`config.mk`:
```
export PLATFORM = sky130hd
export DESIGN_NAME = reg_arb_flat
export DESIGN_NICKNAME = d
export VERILOG_FILES = /design/src/rtl/reg_arb_if.sv /design/src/rtl/reg_arb.sv /design/src/flat_wrapper.sv
export SDC_FILE = /design/constraint.sdc
export NUM_CORES = 1
export LEC_CHECK = 0
export CORE_ASPECT_RATIO = 1.4
export CORE_UTILIZATION = 40
export CTS_CLUSTER_DIAMETER = 40
export DETAILED_ROUTE_END_ITERATION = 10
export GPL_TIMING_DRIVEN = 0
export PLACE_DENSITY = 0.78
export SLEW_MARGIN = 20
export SYNTH_ARGS = -nofsm -noshare
export SYNTH_HDL_FRONTEND = slang
export SYNTH_SLANG_ARGS = --single-unit
```
`constraint.sdc`:
```
create_clock -name clk -period 2 [get_ports clk]
set_clock_uncertainty 0.15 [all_clocks]
set_input_delay 0.2 -clock clk [delete_from_list [all_inputs] [get_ports clk]]
set_output_delay 0.2 -clock clk [all_outputs]
set_load 0.005 [all_outputs]
```
`src/rtl/reg_arb_if.sv`:
```
// Signal bundle between the two requesters, the arbiter and the shared register file.
// slave is the arbiter's view; master is the surrounding environment's view.
interface reg_arb_if #(
   parameter int unsigned ADDR_WIDTH = 8,
   parameter int unsigned DATA_WIDTH = 16
);
   logic                  req0;
   logic                  req1;
   logic                  wr0;
   logic                  wr1;
   logic [ADDR_WIDTH-1:0] addr0;
   logic [ADDR_WIDTH-1:0] addr1;
   logic [DATA_WIDTH-1:0] wdata0;
   logic [DATA_WIDTH-1:0] wdata1;
   logic                  done0;
   logic                  done1;
   logic                  err0;
   logic                  err1;
   logic [DATA_WIDTH-1:0] rdata0;
   logic [DATA_WIDTH-1:0] rdata1;

   logic                  m_sel;
   logic                  m_wr;
   logic [ADDR_WIDTH-1:0] m_addr;
   logic [DATA_WIDTH-1:0] m_wdata;
   logic [DATA_WIDTH-1:0] m_rdata;
   logic                  m_ready;

   modport slave (
      input  req0, req1, wr0, wr1, addr0, addr1, wdata0, wdata1,
      output done0, done1, err0, err1, rdata0, rdata1,
      output m_sel, m_wr, m_addr, m_wdata,
      input  m_rdata, m_ready
   );

   modport master (
      output req0, req1, wr0, wr1, addr0, addr1, wdata0, wdata1,
      input  done0, done1, err0, err1, rdata0, rdata1,
      input  m_sel, m_wr, m_addr, m_wdata,
      output m_rdata, m_ready
   );
endinterface

```
`src/rtl/reg_arb.sv`:
```
// Two-requester round-robin arbiter and sequencer for a shared register file.
// One transaction outstanding at a time; writes take one CMD cycle, reads add a read-wait cycle.
module reg_arb #(
   parameter int unsigned ADDR_WIDTH = 8,
   parameter int unsigned DATA_WIDTH = 16,
   parameter int unsigned TIMEOUT    = 16
) (
   input logic     clk,
   input logic     rstn,
   reg_arb_if.slave bus
);

   localparam int unsigned CNT_W = $clog2(TIMEOUT + 1);

   typedef enum logic [1:0] {
      IDLE    = 2'd0,
      CMD     = 2'd1,
      RD_WAIT = 2'd2
   } state_t;

   typedef struct packed {
      logic                  wr;
      logic [ADDR_WIDTH-1:0] addr;
      logic [DATA_WIDTH-1:0] wdata;
   } cmd_t;

   state_t           state;
   logic             owner;
   logic             last_gnt;
   logic [CNT_W-1:0] cnt;

   logic elig0_c;
   logic elig1_c;
   logic pick1_c;
   cmd_t grant_c;

   // A requester whose done is high this cycle is masked so it is not reissued.
   always_comb begin
      elig0_c = bus.req0 & ~bus.done0;
      elig1_c = bus.req1 & ~bus.done1;
      pick1_c = elig1_c & (~elig0_c | ~last_gnt);
      grant_c = cmd_t'{wr: bus.wr0, addr: bus.addr0, wdata: bus.wdata0};
      if (pick1_c) begin
         grant_c = cmd_t'{wr: bus.wr1, addr: bus.addr1, wdata: bus.wdata1};
      end
   end

   always_ff @(posedge clk or negedge rstn) begin
      if (!rstn) begin
         state       <= IDLE;
         owner       <= 1'b0;
         last_gnt    <= 1'b1;
         cnt         <= '0;
         bus.m_sel   <= 1'b0;
         bus.m_wr    <= 1'b0;
         bus.m_addr  <= '0;
         bus.m_wdata <= '0;
         bus.done0   <= 1'b0;
         bus.done1   <= 1'b0;
         bus.err0    <= 1'b0;
         bus.err1    <= 1'b0;
         bus.rdata0  <= '0;
         bus.rdata1  <= '0;
      end else begin
         bus.done0 <= 1'b0;
         bus.done1 <= 1'b0;
         bus.err0  <= 1'b0;
         bus.err1  <= 1'b0;
         unique case (state)
            IDLE: begin
               if (elig0_c || elig1_c) begin
                  state       <= CMD;
                  owner       <= pick1_c;
                  last_gnt    <= pick1_c;
                  cnt         <= '0;
                  bus.m_sel   <= 1'b1;
                  bus.m_wr    <= grant_c.wr;
                  bus.m_addr  <= grant_c.addr;
                  bus.m_wdata <= grant_c.wdata;
               end
            end
            CMD: begin
               if (bus.m_ready) begin
                  bus.m_wr <= 1'b0;
                  if (bus.m_wr) begin
                     state     <= IDLE;
                     bus.m_sel <= 1'b0;
                     if (owner) bus.done1 <= 1'b1;
                     else       bus.done0 <= 1'b1;
                  end else begin
                     state <= RD_WAIT;
                  end
               end else begin
                  cnt <= cnt + CNT_W'(1);
                  // Abort on the TIMEOUT-th stalled cycle; read data is left untouched.
                  if (cnt == CNT_W'(TIMEOUT - 1)) begin
                     state     <= IDLE;
                     bus.m_sel <= 1'b0;
                     bus.m_wr  <= 1'b0;
                     if (owner) begin
                        bus.done1 <= 1'b1;
                        bus.err1  <= 1'b1;
                     end else begin
                        bus.done0 <= 1'b1;
                        bus.err0  <= 1'b1;
                     end
                  end
               end
            end
            RD_WAIT: begin
               state     <= IDLE;
               bus.m_sel <= 1'b0;
               bus.m_wr  <= 1'b0;
               if (owner) begin
                  bus.rdata1 <= bus.m_rdata;
                  bus.done1  <= 1'b1;
               end else begin
                  bus.rdata0 <= bus.m_rdata;
                  bus.done0  <= 1'b1;
               end
            end
            default: begin
               state     <= IDLE;
               bus.m_sel <= 1'b0;
               bus.m_wr  <= 1'b0;
            end
         endcase
      end
   end

endmodule
```
`src/flat_wrapper.sv`:
```
// flat-port wrapper written by rule: the top's interface ports become plain ports
module reg_arb_flat 
#(
   parameter int unsigned ADDR_WIDTH = 8,
   parameter int unsigned DATA_WIDTH = 16,
   parameter int unsigned TIMEOUT    = 16
)
  (clk, rstn, bus_req0, bus_req1, bus_wr0, bus_wr1, bus_addr0, bus_addr1, bus_wdata0, bus_wdata1, bus_done0, bus_done1, bus_err0, bus_err1, bus_rdata0, bus_rdata1, bus_m_sel, bus_m_wr, bus_m_addr, bus_m_wdata, bus_m_rdata, bus_m_ready);
  reg_arb_if #(.ADDR_WIDTH(ADDR_WIDTH), .DATA_WIDTH(DATA_WIDTH)) bus_i ();
  input logic clk;
  input logic rstn;
  input wire logic [$bits(bus_i.req0)-1:0] bus_req0;
  input wire logic [$bits(bus_i.req1)-1:0] bus_req1;
  input wire logic [$bits(bus_i.wr0)-1:0] bus_wr0;
  input wire logic [$bits(bus_i.wr1)-1:0] bus_wr1;
  input wire logic [$bits(bus_i.addr0)-1:0] bus_addr0;
  input wire logic [$bits(bus_i.addr1)-1:0] bus_addr1;
  input wire logic [$bits(bus_i.wdata0)-1:0] bus_wdata0;
  input wire logic [$bits(bus_i.wdata1)-1:0] bus_wdata1;
  output wire logic [$bits(bus_i.done0)-1:0] bus_done0;
  output wire logic [$bits(bus_i.done1)-1:0] bus_done1;
  output wire logic [$bits(bus_i.err0)-1:0] bus_err0;
  output wire logic [$bits(bus_i.err1)-1:0] bus_err1;
  output wire logic [$bits(bus_i.rdata0)-1:0] bus_rdata0;
  output wire logic [$bits(bus_i.rdata1)-1:0] bus_rdata1;
  output wire logic [$bits(bus_i.m_sel)-1:0] bus_m_sel;
  output wire logic [$bits(bus_i.m_wr)-1:0] bus_m_wr;
  output wire logic [$bits(bus_i.m_addr)-1:0] bus_m_addr;
  output wire logic [$bits(bus_i.m_wdata)-1:0] bus_m_wdata;
  input wire logic [$bits(bus_i.m_rdata)-1:0] bus_m_rdata;
  input wire logic [$bits(bus_i.m_ready)-1:0] bus_m_ready;
  assign bus_i.req0 = bus_req0;
  assign bus_i.req1 = bus_req1;
  assign bus_i.wr0 = bus_wr0;
  assign bus_i.wr1 = bus_wr1;
  assign bus_i.addr0 = bus_addr0;
  assign bus_i.addr1 = bus_addr1;
  assign bus_i.wdata0 = bus_wdata0;
  assign bus_i.wdata1 = bus_wdata1;
  assign bus_done0 = bus_i.done0;
  assign bus_done1 = bus_i.done1;
  assign bus_err0 = bus_i.err0;
  assign bus_err1 = bus_i.err1;
  assign bus_rdata0 = bus_i.rdata0;
  assign bus_rdata1 = bus_i.rdata1;
  assign bus_m_sel = bus_i.m_sel;
  assign bus_m_wr = bus_i.m_wr;
  assign bus_m_addr = bus_i.m_addr;
  assign bus_m_wdata = bus_i.m_wdata;
  assign bus_i.m_rdata = bus_m_rdata;
  assign bus_i.m_ready = bus_m_ready;
  reg_arb #(.ADDR_WIDTH(ADDR_WIDTH), .DATA_WIDTH(DATA_WIDTH), .TIMEOUT(TIMEOUT)) u_core (.clk(clk), .rstn(rstn), .bus(bus_i));
endmodule
```
After elaboration in Yosys (flattened, before gate mapping)
Index checks and enable logic that the tools add are counted.
Storage, ports and cells
  logic and storage cells: 71
  register bits: 71
Operators by class
  equality and inequality tests: 7
  reductions and logical operators: 9
  bitwise gates (word level): 9
  mux-type cells: 31
  $add $sub $neg: 1
Operators with widths (count)
  $mux W25: 1
  $mux W1: 18
  $mux W5: 2
  $pmux W5 S2: 1
  $mux W2: 4
  $pmux W1 S2: 4
  $reduce_and A2 Y1: 4
  $ne A3 B2 Y1 const B: 2
  $reduce_and A3 Y1: 2
  $add A5 B1 Y5 const B: 1
  $eq A5 B4 Y1 const B: 1
  $not A1 Y1: 5
  $pmux W2 S2: 1
  $and A1 B1 Y1: 3
  $eq A2 B1 Y1 const B: 1
  $eq A2 B2 Y1 const B: 1
  $logic_not A2 Y1: 1
  $ne A2 B1 Y1 const B: 1
  $ne A2 B2 Y1 const B: 1
  $reduce_bool A2 Y1: 1
  $logic_or A1 B1 Y1: 1
  $or A1 B1 Y1: 1

Longest topological paths before layout
Gate-level depths: netlist (run 1).
  depth after elaboration: 8
  depth in mapped cells: 7
  mapped depth without buffers: 7

Worst setup path after synthesis (run 1)
No wires, ideal clock.
  path kind: flip-flop to flip-flop
  from: register u_core.cnt[0]
  to: register u_core.bus.done0
  setup slack: 0.243 ns
  period minus slack after synthesis: 1.757 ns
  stages on the path, launching flop included: 8
  data arrival time: 1.483 ns
  cell sequence: dfrtp_1 > ha_1 > and3_1 > ha_1 > nor2b_1 > o21a_1 > o21ai_0 > nor2_1
On the way
  longest elaborated chain between the ends: 4
Ends and longest elaborated chain
  start: declaration: line reg_arb.sv:30  | logic [CNT_W-1:0] cnt;
  start signal: assignment: line reg_arb.sv:94  | cnt <= cnt + CNT_W'(1);
  $eq A5 B4 Y1: line reg_arb.sv:96  | if (cnt == CNT_W'(TIMEOUT - 1)) begin
  $mux W1: line reg_arb.sv:96
  $mux W1: line reg_arb.sv:83  | if (bus.m_ready) begin
  $pmux W1 S2: line reg_arb.sv:69  | unique case (state)
  end signal: assignment: line reg_arb.sv:65  | bus.done0 <= 1'b0;
  end signal: assignment: line reg_arb.sv:89  | else bus.done0 <= 1'b1;
  end signal: assignment: line reg_arb.sv:104  | bus.done0 <= 1'b1;
  end: declaration: line reg_arb_if.sv:31  | output done0, done1, err0, err1, rdata0, rdata1,
Every way passes these cells.
A chain may end at the register's enable or synchronous reset.

Worst setup path after layout (run 1)
  from: register u_core.state[0]
  to: register u_core.bus.rdata1[9]
On the way
  longest elaborated chain between the ends: 2
Ends and longest elaborated chain
  start: declaration: line reg_arb.sv:27  | state_t state;
  start signal: assignment: line reg_arb.sv:50  | state <= IDLE;
  start signal: assignment: line reg_arb.sv:72  | state <= CMD;
  start signal: assignment: line reg_arb.sv:86  | state <= IDLE;
  $eq A2 B2 Y1: line reg_arb.sv:69
  $reduce_and A2 Y1 (no source line)
  end signal: assignment: line reg_arb.sv:115  | bus.rdata1 <= bus.m_rdata;
  end: declaration: line reg_arb_if.sv:31
Every way passes these cells.

==> results of run 1 <==
[power breakdown]
group | leakage, nW | internal, W | switching [W]
combinational | 1.09 | 0.00186 | 0.00120
clock | 0.0960 | 0.000571 | 0.000527
sequential | 0.865 | 0.00211 | 0.000357
total | 2.06 | 0.00455 | 0.00209
[layer usage]
metal	vias to the layer above	track usage
met5	-	0
met4	0	0.0879
met3	9	0.0730
met2	100	0.333
met1	1165	0.205
li1	1157	-
[kinds of logic (layout without fill, tap and decap cells)]
kind of cell / after synthesis / count (layout) / share of synthesized area
mux: 58 / 58 / 0.201
fa+ha+maj: 5 / 5 / 0.0203
compound gates: 42 / 42 / 0.0803
buf+inv: 19 / 169 / 0.0353
flops: 71 / 71 / 0.576
simple gates: 54 / 54 / 0.0867
[worst paths after layout]
path	to	slack, ns
max in group asynchronous	u_core.last_gnt$_DFFE_PN1P_	0.95
min in group clk	u_core.bus.m_wdata[13]$_DFFE_PN0P_	0.33
worst min-delay path	u_core.bus.m_wdata[2]$_DFFE_PN0P_	0.15
worst max-delay path	u_core.bus.rdata1[9]$_DFFE_PN0P_	0.13
worst min register to register	u_core.bus.m_addr[3]$_DFFE_PN0P_	0.33
worst max register to register	u_core.bus.rdata1[9]$_DFFE_PN0P_	0.13
[through the flow]
step | hold slack (ns) | cell area (um^2) | worst slack, ns | util
finish | 0.155 | 4760 | 0.127 | 0.642
CTS | 0.160 | 4750 | 0.0544 | 0.641
global route | 0.179 | 4760 | 0.0119 | 0.642
detailed placement | -0.00879 | 4550 | -0.0961 | 0.614
floorplan | -0.246 | 3090 | 0.243 | -
global placement | 0.311 | 4530 | -1.74 | 0.611
[worst max-delay path: cells and delay by family (launching register included)]
family                   cells  cell delay, ns
flip-flops                   1            0.35
adder cells (fa/ha/maj)      1            0.23
AND/OR/NAND/NOR              1            0.25
buffers and inverters        2            0.40
multiplexers                 1            0.37
[what timing repair did]
item | CTS | global route
endpoints found under the setup margin | 0 | 8
hold buffers | 1 | 0
endpoints found under the hold margin | 70 | 0
resized for setup | 0 | 3
[area by class of cell]
type / instances / area (um^2)
repair buffers: 134 / 1350
flip-flops and latches: 71 / 1780
clock inverters: 6 / 61.3
clock buffers: 10 / 128
plain buffers: 12 / 82.6
multi-input cells: 159 / 1210
inverters: 7 / 26.3
well taps: 97 / 121
fillers: 665 / 2650
[cell usage in the layout, fill, tap and decap left out, types with 2 or more instances in the layout]
master and instances:
o21ai_1 19, mux2i_1 25, and3_1 4, clkbuf_1 4
nand2b_1 2, nand3_1 4, buf_8 2, nor2_1 4
o311ai_0 2, inv_1 7, nand2_1 30, buf_2 5
clkdlybuf4s50_1 131, ha_1 5, o21ai_0 12, clkbuf_8 9
clkinv_2 3, dfrtp_1 70, a22o_1 4, mux2_2 33
[sequential cells by signal (all words and copies together), names as in the netlist, 2 cells and up]
name and flops:
u_core.bus.rdata1 16, u_core.cnt 5, u_core.bus.m_addr 8, u_core.bus.m_wdata 16, u_core.bus.rdata0 16, u_core.state 2
==> flow_metrics.tcl, run 1 <==
set metrics [dict create \
    worst_pin_slew_ns 0.449 \
    rows 37 \
    cellLeakagePower_nw 2.06 \
    regToRegStartpoint "u_core.state[0]$_DFFE_PN0P_" \
    synth_common_cells "70 x dfrtp_1, 33 x mux2_2, 30 x nand2_1, 25 x mux2i_1, 18 x o21ai_1" \
    met2_wirelength_mm 3.71 \
    cts_setup_buffers 0 \
    die_h_um 106 \
    max_stage_delay_ns 0.37 \
    syn_to_final_growth_pct 54.1 \
    synth_edf_count 0 \
    status "finished clean" \
    initial_core_util 0.417 \
    ant_nets 0 \
    synthCells 249 \
    grt_pass1_wl_mm 11.9 \
    syn_nets 325 \
    die_width_um 76.2 \
    cp_max_fo 10 \
    ys_ff_latch 71 \
    highest_layer "met4" \
    clockRootBuffer "clkbuf_8" \
    avgSynthCellArea_um2 12.4 \
    n_antenna_cell 0 \
    max-slew-margin-rel 0.699 \
    cp.arrival_ns 1.95 \
    numClockSinks 71 \
    fmaxAchievable_ghz 0.534 \
    tns_ns 0 \
    viasPerCell 4.90 \
    cts_max_path_buffers 2 \
    final_nets 470 \
    fp.dieArea_mm2 0.00808 \
    dp.cells 479 \
    port_buffers 132 \
    ys.flop_type "dfrtp_1" \
    routed_wl_mm 7.21 \
    grt_max_degree 45 \
    yosys.cell_types.count 34 \
    num_vias 2431 \
    wirelength_met1_mm 2.74 \
    drv_cap 0 \
    antenna_found_initial 0 \
    synth_top_area_share 0.567 \
    drive_gt1_frac 0.165 \
    drt_iter0_drc 114 \
    hold_viol 0 \
    dr_wl_met3_um 646 \
    io_pins 133 \
    ys_async_sr_fraction 1.00 \
    yosysMostFrequentCell "dfrtp_1" \
    crit_chain "inv_1, ha_1, nand2_1, buf_2, mux2_2" \
    reg2reg_depth 5 \
    end_kind "register" \
    required_ns 2.07 \
    first_pass_iters 4 \
    irDropWorstVdd_mv 0.698 \
    cp-start-kind "register" \
    numCtsBuffers 9 \
    crit_slowest_cell "mux2_2" \
    rsz0062_at_grt "false" \
    seq_area_frac_synth 0.576 \
    drv_slew 0 \
    gp_congestion 0.755 \
    grt_pass1_vias 2583 \
    p_per_area_mw_per_mm2 1390 \
    fp.coreArea_mm2 0.00741 \
    cts_tree "built" \
    hold_class "in -> async" \
    place.detailed.hpwl_mm 5.62 \
    setup_viol 0 \
    power.total_w 0.00663 \
    yosysWarningCount 0 \
    grt_util_all_layers 0.192 \
    synth_area_leaders "dfrtp_1 57%, mux2_2 12%, mux2i_1 8.1%" \
    overflow 0 \
    routedWlPerCell_um 14.5 \
    final.min_clock_period_ns 1.87 \
    clock_latency_ns 0.34 \
    drc 0 \
    netlist_area_mm2 0.00309 \
    fin_cells 496 \
    htreeDepth 3 \
    path_clk_slew_ns 0.07 \
    critPathKind "reg -> reg" \
    yosysTopAreaCell "dfrtp_1" \
    crit_path_start "u_core.state[0]$_DFFE_PN0P_" \
    period_share 0.937 \
]
(Power assumes the default switching activity.)
==> run 2, diff against run 1 <==
CORE_UTILIZATION = 42   (was 40)
PLACE_DENSITY = 0.82   (was 0.78)
==> run 2 against run 1 <==
Effect of this change:
- worst hold slack worse by 0.00050 ns
- combinational power barely moved
- highest routed layer unchanged
- flip-flop and latch count is the same
- core utilization is 3.6 points higher
- maximum frequency fell by 0.78%
- register-to-register slack barely moved
- setup slack got worse by 0.015 ns
- clock-buffer cell count shrank 1
==> flow_metrics.tcl, run 2 (synthesis results as in run 1) <==
set metrics [dict create \
    setup_viol 0 \
    port_buffers 132 \
    htreeDepth 3 \
    critPathKind "reg -> reg" \
    hold_viol 0 \
    viasPerCell 4.94 \
    fp.coreArea_mm2 0.00703 \
    gp_congestion 0.761 \
    cp.arrival_ns 1.96 \
    die_width_um 74.5 \
    cts_max_path_buffers 2 \
    syn_to_final_growth_pct 54.4 \
    die_h_um 103 \
    fin_cells 494 \
    n_antenna_cell 0 \
    reg.largest.list "u_core.bus.m_wdata x16, u_core.bus.rdata0 x16, u_core.bus.rdata1 x16" \
    crit_path_start "u_core.state[0]$_DFFE_PN0P_" \
    cellLeakagePower_nw 2.06 \
    numClockSinks 71 \
    initial_core_util 0.439 \
    end_kind "register" \
    r2r_end "u_core.bus.rdata0[15]$_DFFE_PN0N_" \
    regToRegStartpoint "u_core.state[0]$_DFFE_PN0P_" \
    drt_iter0_drc 91 \
    hold_class "in -> async" \
    layout_setup_ws_ns 0.112 \
    reg2reg_depth 5 \
    fp.dieArea_mm2 0.00770 \
    drv_cap 0 \
    routed_wl_mm 7.06 \
    rrSetupSlack_ns 0.11 \
    preCtsSetupSlack_ns -0.0559 \
    highest_layer "met4" \
    final_cell_mix "131 x clkdlybuf4s50_1, 69 x dfrtp_1, 33 x mux2_2" \
    p_per_area_mw_per_mm2 1400 \
    clockRootBuffer "clkbuf_8" \
    drv_slew 0 \
    met2_wirelength_mm 3.70 \
    clock_latency_ns 0.34 \
    place.detailed.hpwl_mm 5.42 \
    post-route-util 0.678 \
    final_nets 470 \
    cp_max_fo 10 \
    cp-start-kind "register" \
    fin_hold_ws_ns 0.154 \
    status "finished clean" \
    grt_max_degree 47 \
    final.min_clock_period_ns 1.89 \
    first_pass_iters 4 \
    drive_gt1_frac 0.170 \
    wirelength_met1_mm 2.76 \
    final_area_mm2 0.00477 \
    numCtsBuffers 9 \
    max-slew-margin-rel 0.687 \
    antenna_found_initial 0 \
    path_clk_slew_ns 0.08 \
    irDropWorstVdd_mv 0.667 \
    grt_pass1_vias 2425 \
    grt_pass1_wl_mm 11.4 \
    num_vias 2442 \
    dr_wl_met3_um 516 \
    required_ns 2.07 \
    drc 0 \
    routedWlPerCell_um 14.3 \
    fmaxAchievable_ghz 0.530 \
    grt_util_all_layers 0.197 \
    placed_cell_area_mm2 0.00454 \
    cts_tree "built" \
    dp.cells 477 \
    rsz0062_at_grt "false" \
    overflow 0 \
    io_pins 133 \
    period_share 0.944 \
    rows 36 \
    ant_nets 0 \
    layout_commonest_cell "clkdlybuf4s50_1" \
    worst_pin_slew_ns 0.467 \
]
-- run 2: where the power goes --
part | internal, W | switching (W)
Sequential | 0.00211 | 0.000365
Combinational | 0.00186 | 0.00118
Clock | 0.000577 | 0.000551
-- run 2: worst max-delay path by stage --
stage | to | slack [ns]
2_1_floorplan | u_core.bus.done0$_DFF_PN0_ | 0.24
3_3_place_gp | u_core.bus.m_wdata[8]$_DFFE_PN0P_ | -1.72
3_5_place_dp | u_core.bus.m_wdata[4]$_DFFE_PN0P_ | -0.06
4_1_cts | u_core.cnt[4]$_DFFE_PN0P_ | 0.05
5_1_grt | u_core.bus.rdata0[7]$_DFFE_PN0N_ | 0.01
6_report | u_core.bus.rdata0[15]$_DFFE_PN0N_ | 0.11
-- run 2: per-layer routing --
| metal | up-vias | GRT usage |
|---|---|---|
| met4 | 0 | 0.0653 |
| met1 | 1169 | 0.223 |
| li1 | 1163 | - |
| met3 | 7 | 0.0669 |
| met2 | 103 | 0.344 |
| met5 | - | 0 |
-- run 2: timing repair --
item                                    CTS  global route
buffers inserted                          0             0
hold buffers                              1             0
hold endpoints to repair                 71             0
endpoints found under the setup margin    0             8
resized for setup                         0             5
-- run 2: final cells by class --
| cell class | count | area (um^2) |
|---|---|---|
| plain buffers | 12 | 85.1 |
| clock buffers | 9 | 124 |
| clock inverters | 7 | 72.6 |
| fillers | 563 | 2260 |
| inverters | 7 | 26.3 |
| multi-input cells | 159 | 1210 |
| flip-flops and latches | 71 | 1780 |
| well taps | 95 | 119 |
| repair buffers | 134 | 1350 |
-- run 2: stage by stage --
step | setup TNS (ns) | power, W
finish | 0 | 0.00665
global route | 0 | 0.00717
CTS | 0 | 0.00670
detailed placement | -0.182 | 0.00556
global placement | -121.00 | 0.00544
floorplan | 0 | 0.00382
-- run 2: worst max-delay path: stages, from the launching register on --
cell	delay, ns
dfrtp_1	0.36
inv_1	0.07
ha_1	0.23
nand2_1	0.26
buf_2	0.33
mux2_2	0.37
==> run 3, diff against run 2 <==
CAP_MARGIN = 15   (was not set)
CORE_UTILIZATION = 30   (was 42)
PLACE_DENSITY = 0.62   (was 0.82)
==> run 3 against run 2 <==
Effect of this change:
- worst hold slack improved by 0.047 ns
- flip-flop and latch count is the same
- maximum frequency fell by 0.68%
- core utilization fell by 18 points
- largest power group unchanged
- critical endpoint is now u_core.bus.rdata0[8]$_DFFE_PN0N_
- clock-buffer cell count grew 3
- highest routed layer unchanged
==> flow_metrics.tcl, run 3 (synthesis results as in run 1) <==
set metrics [dict create \
    drv_cap 0 \
    n_antenna_cell 0 \
    layout_commonest_cell "clkdlybuf4s50_1" \
    internal_power_w 0.00518 \
    syn_to_final_growth_pct 60.8 \
    clockRootBuffer "clkbuf_16" \
    grt_util_all_layers 0.156 \
    period_share 0.951 \
    dp.cells 517 \
    port_buffers 132 \
    die_h_um 122 \
    power_frac_seq 0.335 \
    fmaxAchievable_ghz 0.526 \
    cp_max_fo 10 \
    numCtsBuffers 9 \
    required_ns 2.06 \
    power.total_w 0.00733 \
    p_per_area_mw_per_mm2 1480 \
    ant_nets 0 \
    max_stage_delay_ns 0.35 \
    final_cell_mix "131 x clkdlybuf4s50_1, 70 x dfrtp_1, 33 x mux2_2" \
    fin_cells 534 \
    p_sw_frac 0.293 \
    p_switching_w 0.00215 \
    irDropWorstVdd_mv 0.550 \
    placed_cell_area_mm2 0.00459 \
    setup_viol 0 \
    path_clk_slew_ns 0.06 \
    io_pins 133 \
    overflow 0 \
    max-slew-margin-rel 0.701 \
    drv_slew 0 \
    htreeDepth 3 \
    routed_wl_mm 7.71 \
    crit_chain "inv_1, ha_1, nand2_1, clkbuf_4, mux2_2" \
    combPwrFrac 0.422 \
    worst_pin_slew_ns 0.445 \
    viasPerCell 4.53 \
    final_nets 470 \
    drive_gt1_frac 0.170 \
    rsz0062_at_grt "false" \
    crit_slowest_cell "dfrtp_1" \
    grt_pass1_wl_mm 12.6 \
    cts_max_path_buffers 2 \
    status "finished clean" \
    fp.coreArea_mm2 0.00995 \
    initial_core_util 0.310 \
    die_width_um 87.7 \
    crit_buf_inv 2 \
    rows 43 \
    reg.largest.list "u_core.bus.m_wdata x16, u_core.bus.rdata0 x16, u_core.bus.rdata1 x16" \
    cp.arrival_ns 1.96 \
    clock_latency_ns 0.32 \
    p_clk_frac 0.243 \
    end_kind "register" \
    critPathKind "reg -> reg" \
    cts_setup_buffers 0 \
    final_area_mm2 0.00496 \
    routedWlPerCell_um 14.4 \
    grt_max_degree 41 \
    fp.dieArea_mm2 0.0107 \
    cts_tree "built" \
    num_vias 2421 \
    grt_pass1_vias 2543 \
    numClockSinks 71 \
    drt_iter0_drc 73 \
    drc 0 \
    antenna_found_initial 0 \
    cpLargestDelayFamily "buffers and inverters" \
    gp_congestion 0.751 \
    final.min_clock_period_ns 1.90 \
    first_pass_iters 4 \
    fin_hold_ws_ns 0.201 \
    hold_class "in -> async" \
    post-route-util 0.499 \
    hold_viol 0 \
    place.detailed.hpwl_mm 5.86 \
    cellLeakagePower_nw 2.13 \
    cp-start-kind "register" \
]
-- run 3: final timing paths --
path                       slack, ns                                from                            endpoint  cells after the start
setup / recovery                 0.1         u_core.state[0]$_DFFE_PN0P_    u_core.bus.rdata0[8]$_DFFE_PN0N_                      5
hold / removal                  0.20                                rstn    u_core.bus.rdata0[7]$_DFFE_PN0N_                      2
setup reg to reg                 0.1         u_core.state[0]$_DFFE_PN0P_    u_core.bus.rdata0[8]$_DFFE_PN0N_                      5
hold reg to reg                 0.33  u_core.bus.m_wdata[15]$_DFFE_PN0P_  u_core.bus.m_wdata[15]$_DFFE_PN0P_                      2
max in group asynchronous       0.89                                rstn         u_core.last_gnt$_DFFE_PN1P_                      3
min in group clk                0.33  u_core.bus.m_wdata[15]$_DFFE_PN0P_  u_core.bus.m_wdata[15]$_DFFE_PN0P_                      2
-- run 3: repair_timing --
item | 4_1_cts | 5_1_grt
hold endpoints to repair | 31 | 0
gates resized for setup | 0 | 7
hold buffers | 1 | 0
endpoints found under the setup margin | 0 | 30
-- run 3: power groups by stage --
stage          Combinational, W  Sequential, W  Clock, W
2_1_floorplan           0.00131        0.00251         0
3_3_place_gp            0.00308        0.00246         0
3_5_place_dp            0.00312        0.00248         0
4_1_cts                 0.00314        0.00246   0.00182
5_1_grt                 0.00341        0.00253   0.00190
6_report                0.00309        0.00245   0.00178
-- run 3: cell type report --
cell class / count / area [um^2]
clock buffers: 12 / 267
multi-input cells: 159 / 1210
inverters: 7 / 26.3
fillers: 896 / 4990
flip-flops and latches: 71 / 1780
plain buffers: 12 / 88.8
repair buffers: 134 / 1350
clock inverters: 4 / 76.3
well taps: 135 / 169
-- run 3: worst reg2reg max path, cell delays in order (launching register included) --
cell and delay, ns:
dfrtp_1 0.35, inv_1 0.08, ha_1 0.24, nand2_1 0.29, clkbuf_4 0.32, mux2_2 0.35
-- run 3: layer usage --
metal  routed length (um)  GRT usage  part of all wire
met5                    0          0                 0
met4                  157     0.0738             0.020
met3                  429     0.0488             0.056
met2                 4230      0.268              0.55
met1                 2890      0.174              0.37
-- run 3: through the flow --
stage | setup TNS [ns] | setup slack (ns)
finish | 0 | 0.0989
global route | 0 | 0.00149
CTS | 0 | 0.0604
detailed placement | -1.27 | -0.102
global placement | -130.10 | -1.84
floorplan | 0 | 0.243
